### config.mk
export PLATFORM = sky130hd
export DESIGN_NAME = pipe_ctrl
export DESIGN_NICKNAME = d
export VERILOG_FILES = /design/src/rtl/pipe_ctrl_pkg.sv /design/src/rtl/sat_cnt.sv /design/src/rtl/pipe_ctrl.sv
export SDC_FILE = /design/constraint.sdc
export NUM_CORES = 1
export LEC_CHECK = 0
export BUFFER_PORTS_ARGS = -buffer_cell sky130_fd_sc_hd__buf_4
export CAP_MARGIN = 20
export CELL_PAD_IN_SITES_DETAIL_PLACEMENT = 0
export CELL_PAD_IN_SITES_GLOBAL_PLACEMENT = 2
export CORE_ASPECT_RATIO = 1.25
export CORE_UTILIZATION = 29
export CTS_BUF_LIST = sky130_fd_sc_hd__clkbuf_4
export CTS_CLUSTER_DIAMETER = 200
export DETAILED_ROUTE_END_ITERATION = 10
export GPL_ROUTABILITY_DRIVEN = 0
export PLACE_DENSITY = 0.9
export SLEW_MARGIN = 10
export SYNTH_ARGS = -nofsm -noshare
export SYNTH_HDL_FRONTEND = slang
export SYNTH_SLANG_ARGS = --single-unit
### constraint.sdc
create_clock -name clk -period 2.5 [get_ports clk]
set_clock_uncertainty 0.15 [all_clocks]
set_input_delay 0.125 -clock clk [delete_from_list [all_inputs] [get_ports clk]]
set_output_delay 0.125 -clock clk [all_outputs]
set_load 0.05 [all_outputs]
### src/rtl/pipe_ctrl_pkg.sv
// Shared constants for the pipeline control unit.
// Stage indices, default widths and flush FSM encoding.
package pipe_ctrl_pkg;

  localparam int STG_IF  = 0;
  localparam int STG_ID  = 1;
  localparam int STG_EX  = 2;
  localparam int STG_MEM = 3;
  localparam int STG_WB  = 4;

  localparam int DEF_AW    = 32;
  localparam int DEF_CNT_W = 32;

  typedef enum logic {
    IDLE  = 1'b0,
    FLUSH = 1'b1
  } fsm_e;

endpackage

### src/rtl/sat_cnt.sv
// Saturating up-counter with synchronous clear.
// Holds at MAX instead of wrapping; clr beats inc.
module sat_cnt #(
  parameter int           W   = 8,
  parameter logic [W-1:0] MAX = '1
) (
  input  logic         clk,
  input  logic         rst,
  input  logic         inc,
  input  logic         clr,
  output logic [W-1:0] cnt
);

  // count up to MAX, clear wins
  always_ff @(posedge clk) begin
    if (rst || clr)
      cnt <= '0;
    else if (inc && cnt != MAX)
      cnt <= cnt + W'(1);
  end

endmodule

### src/rtl/pipe_ctrl.sv
// Pipeline control: stall vector, exception flush
// sequencer, stall-cycle counter and stall watchdog.
module pipe_ctrl
  import pipe_ctrl_pkg::*;
#(
  parameter int STAGES       = 5,
  parameter int AW           = DEF_AW,
  parameter int FLUSH_CYCLES = 1,
  parameter int CNT_W        = DEF_CNT_W,
  parameter int TIMEOUT      = 1024
) (
  input  logic              clk,
  input  logic              rst,
  input  logic [STAGES-1:0] stall_req,
  input  logic              exc_req,
  input  logic [AW-1:0]     exc_pc,
  input  logic              cnt_clr,
  output logic [STAGES:0]   stall,
  output logic              flush,
  output logic [AW-1:0]     new_pc,
  output logic [CNT_W-1:0]  stall_cycles,
  output logic              stall_timeout
);

  localparam int FW =
    (FLUSH_CYCLES > 1) ? $clog2(FLUSH_CYCLES) : 1;
  localparam int TW =
    (TIMEOUT > 0) ? $clog2(TIMEOUT + 1) : 1;

  fsm_e          state;
  fsm_e          state_nxt;
  logic [FW-1:0] fcnt;
  logic [FW-1:0] fcnt_nxt;
  logic [STAGES-1:0] above;
  logic [TW-1:0] run;

  // thermometer stall: everything up to the
  // highest requester plus the PC holds
  always_comb begin
    above = '0;
    above[STAGES-1] = stall_req[STAGES-1];
    for (int i = STAGES - 2; i >= 0; i--)
      above[i] = stall_req[i] | above[i+1];
    stall = '0;
    if (!rst && state == IDLE)
      stall = {above, above[0]};
  end

  // flush FSM next state
  always_comb begin
    state_nxt = state;
    fcnt_nxt  = fcnt;
    unique case (state)
      IDLE: begin
        if (exc_req) begin
          state_nxt = FLUSH;
          fcnt_nxt  = FW'(FLUSH_CYCLES - 1);
        end
      end
      FLUSH: begin
        if (fcnt == '0)
          state_nxt = IDLE;
        else
          fcnt_nxt = fcnt - FW'(1);
      end
    endcase
  end

  // flush FSM state register
  always_ff @(posedge clk) begin
    if (rst) begin
      state <= IDLE;
      fcnt  <= '0;
    end else begin
      state <= state_nxt;
      fcnt  <= fcnt_nxt;
    end
  end

  assign flush = (state == FLUSH);

  // capture the redirect target on acceptance
  always_ff @(posedge clk) begin
    if (rst)
      new_pc <= '0;
    else if (state == IDLE && exc_req)
      new_pc <= exc_pc;
  end

  sat_cnt #(
    .W   (CNT_W)
  ) u_cyc (
    .clk (clk),
    .rst (rst),
    .inc (stall[0]),
    .clr (cnt_clr),
    .cnt (stall_cycles)
  );

  sat_cnt #(
    .W   (TW),
    .MAX (TW'(TIMEOUT))
  ) u_run (
    .clk (clk),
    .rst (rst),
    .inc (stall[0]),
    .clr (!stall[0]),
    .cnt (run)
  );

  // sticky watchdog, disabled when TIMEOUT is 0
  always_ff @(posedge clk) begin
    if (rst)
      stall_timeout <= 1'b0;
    else if (TIMEOUT != 0 && run == TW'(TIMEOUT))
      stall_timeout <= 1'b1;
  end

endmodule
==> reports/summary.txt <==
core region area -> 11190 um2
number of synthesized flops with an enable pin -> 0
number of fill cells -> 1131
worst hold path startpoint -> rst
first-pass GRT wire length -> 15.36 mm
Hold Crit Depth -> 6
Critical R2R Launch -> u_cyc.cnt[0]
die area -> 12050 um2
final worst path period share -> 0.9060
Die Y -> 122.5 um
Pleak -> 0.001921 uW
share of total power in the clock network -> 0.305
Ys Warns -> 0
Initial Util -> 0.3010
vias in the first global route -> 3246
M1 wire length -> 4.108 mm
most numerous cell in the Yosys netlist -> nand2_1
root buffer selected by CTS -> clkbuf_4
Cell variety after synth -> 41
share of layout cells above drive strength 1 -> 0.2646
I/O Pins -> 113
area of the multi-input gates -> 1685 um2
part of the power in combinational logic -> 0.176
internal power -> 1733 uW
Synth-to-Final Area Change -> 44.39%
Die Wd -> 98.40 um
largest net degree at the start of global routing -> 38
Clock Sinks -> 77
crit path DAT -> 2.45 ns
Routed WL -> 9.737 mm
CP Capture Type -> flop
CTS max path bufs -> 2
FP Rows -> 43
Fmax -> 441.5 MHz
CTS tree -> built
Hold EP -> u_run.cnt[6]
Max Used Layer -> met4
register area -> 1541 um2
Final Critical Period -> 2.265 ns
routed wl met3 -> 516 um
worst skew pair latency -> 0.43 ns
max-cap violations -> 0
TritonCTS Buffers -> 9
critical path class -> flop to flop
failing checks -> DRC
Post-DP HPWL -> 6.654 mm
status -> finished with violations
ys async rst share -> 0
Synth top area share -> 0.4577
Fin. Hold Viols -> 0
VDD IR max -> 0.3076 mV
Synth area leader -> dfxtp_1
H-Tree Depth -> 3
Avg WL per Cell -> 13.85 um
GR Util All Layers -> 0.1608
Synth Flop Type -> dfxtp_1
Worst slew margin -> 0.6259
Pwr Density -> 509.2 nW/um2
Seq pwr share -> 0.519
final hold slack -> 0.05487 ns
post-synthesis sequential area ratio -> 0.4577
top cells by area, synth -> dfxtp_1 (46%), nand2_1 (9.5%), a21oi_1 (9.1%)
worst hold path type -> primary input to flop
Mapped Cells -> 414
Remaining DRCs -> 3
Vias -> 3546
utilization after layout -> 0.4346
total grt overflow -> 0
Syn Nets -> 458
reg2reg path depth -> 7
unrepaired setup endpoints after global routing -> no
drt pass-1 iters -> 7
worst r2r dst -> u_cyc.cnt[21]
Layout Nets -> 606
internal reg-to-reg setup slack -> 0.24 ns
most frequent cells after synthesis -> nand2_1 (85), dfxtp_1 (77), a21oi_1 (61)
initial antenna violation count -> 1
Final ANT Viol Nets -> 0
Mapped Area -> 3368 um2
critical path required time -> 2.68 ns
Setup violations, final -> 0
Critical Path Fanout Max -> 34
Worst Max-Slew Pin Slew -> 0.5585 ns
via density per instance -> 5.044
port buffer count -> 112
#FFs+latches synth -> 77
Worst-path clk slew -> 0.13 ns
syn avg cell area -> 8.136 um2
switching share of power -> 0.3004
startpoint types -> flop
setup_tns -> 0 ns
number of DRC markers in iteration 0 -> 136
met2 wire len -> 4.970 mm
Slew Viols, Final -> 0
Psw -> 743.9 uW
==> critical path: stages (launching register included) <==
cell	delay [ns]
dfxtp_1	0.41
ha_1	0.26
inv_1	0.10
or3_4	0.41
o31ai_4	0.35
buf_12	0.22
nor4_1	0.07
o21a_1	0.17
==> through the flow <==
| step | total power [uW] | cell area, um2 | setup slack, ns | instances |
|---|---|---|---|---|
| 2_1_floorplan | 1559 | 3368 | 0.01563 | 414 |
| 3_5_place_dp | 1705 | 4369 | 0.2382 | 650 |
| 3_3_place_gp | 1700 | 4369 | 0.3427 | 650 |
| 4_1_cts | 2515 | 4853 | 0.1901 | 701 |
| 6_report | 2476 | 4863 | 0.2351 | 703 |
| 5_1_grt | 2590 | 4863 | 0.06925 | 703 |
==> worst max-delay path by stage <==
stage                      start             to  cells past startpoint
global placement    u_cyc.cnt[0]  u_cyc.cnt[20]                      6
global route        u_cyc.cnt[0]  u_cyc.cnt[30]                      6
floorplan           u_cyc.cnt[0]   u_cyc.cnt[9]                      7
detailed placement  u_cyc.cnt[0]  u_cyc.cnt[18]                      6
finish              u_cyc.cnt[0]  u_cyc.cnt[21]                      7
CTS                 u_cyc.cnt[0]  u_cyc.cnt[18]                      6
==> kinds of logic (layout without fill, tap and decap cells) <==
kind of cell,count (synthesis),after routing,synth area share
adder cells (fa/ha/maj),3,3,0.01115
multiplexers,1,1,0.003343
AND/OR/NAND/NOR,192,192,0.2883
buffers and inverters,30,183,0.04271
AO/OA/AOI/OAI,101,101,0.1709
other,0,1,0
flip-flops,77,77,0.4577
XOR/XNOR,10,10,0.02600
==> placed cells by master, fill, tap and decap left out, drive strengths merged, types with 2 or more instances in the layout <==
| cell type | netlist | routed |
|---|---|---|
| dfxtp | 77 | 77 |
| o21ai | 21 | 21 |
| nand3 | 10 | 10 |
| nand4 | 18 | 18 |
| ha | 3 | 3 |
| or3 | 20 | 20 |
| o21a | 3 | 3 |
| clkbuf | 18 | 9 |
| buf | 6 | 126 |
| clkinv | 0 | 5 |
| xnor2 | 4 | 4 |
| and4 | 6 | 6 |
| o31ai | 7 | 7 |
| inv | 6 | 6 |
| nand2 | 85 | 85 |
| and2 | 8 | 8 |
| o31a | 3 | 3 |
| and3 | 7 | 7 |
| a21oi | 61 | 61 |
| o211ai | 2 | 2 |
| nand4b | 3 | 3 |
| nor2 | 19 | 19 |
| xor2 | 6 | 6 |
| dlygate4sd3 | 0 | 35 |
| nor4 | 4 | 4 |
| or4 | 8 | 8 |
==> routing by layer <==
layer | GRT usage | up-vias
li1 | - | 1769
met1 | 0.1831 | 1688
met2 | 0.2839 | 79
met3 | 0.04784 | 10
met4 | 0.06157 | 0
met5 | 0 | -
==> power groups by stage <==
| stage | sequential [uW] | clock, uW | combinational, uW |
|---|---|---|---|
| floorplan | 1420 | 0 | 140 |
| global placement | 1310 | 0 | 389 |
| detailed placement | 1310 | 0 | 392 |
| CTS | 1290 | 792 | 437 |
| global route | 1290 | 834 | 465 |
| finish | 1280 | 755 | 436 |
==> flip-flops by register name (all words and copies together) (netlist names) <==
register and flops:
flush 1, u_run.cnt 11, new_pc 32, stall_timeout 1
u_cyc.cnt 32
==> layout make-up <==
class                      instances  share of cell area
antenna                            1           0.0005145
clock buffer                       9             0.01389
clock inverter                     7             0.01364
inverter                           6            0.004631
multi-input combinational        307              0.3465
sequential                        77              0.3170
tap                              135             0.03473
timing repair buffer             161              0.2691
==> what timing repair did <==
item	4_1_cts	5_1_grt
gates resized for setup	0	0
hold endpoints to repair	41	0
setup endpoints to repair	0	1
buffers inserted	0	1
hold buffers	35	0
Note: power is estimated with default switching activity, not from simulation.
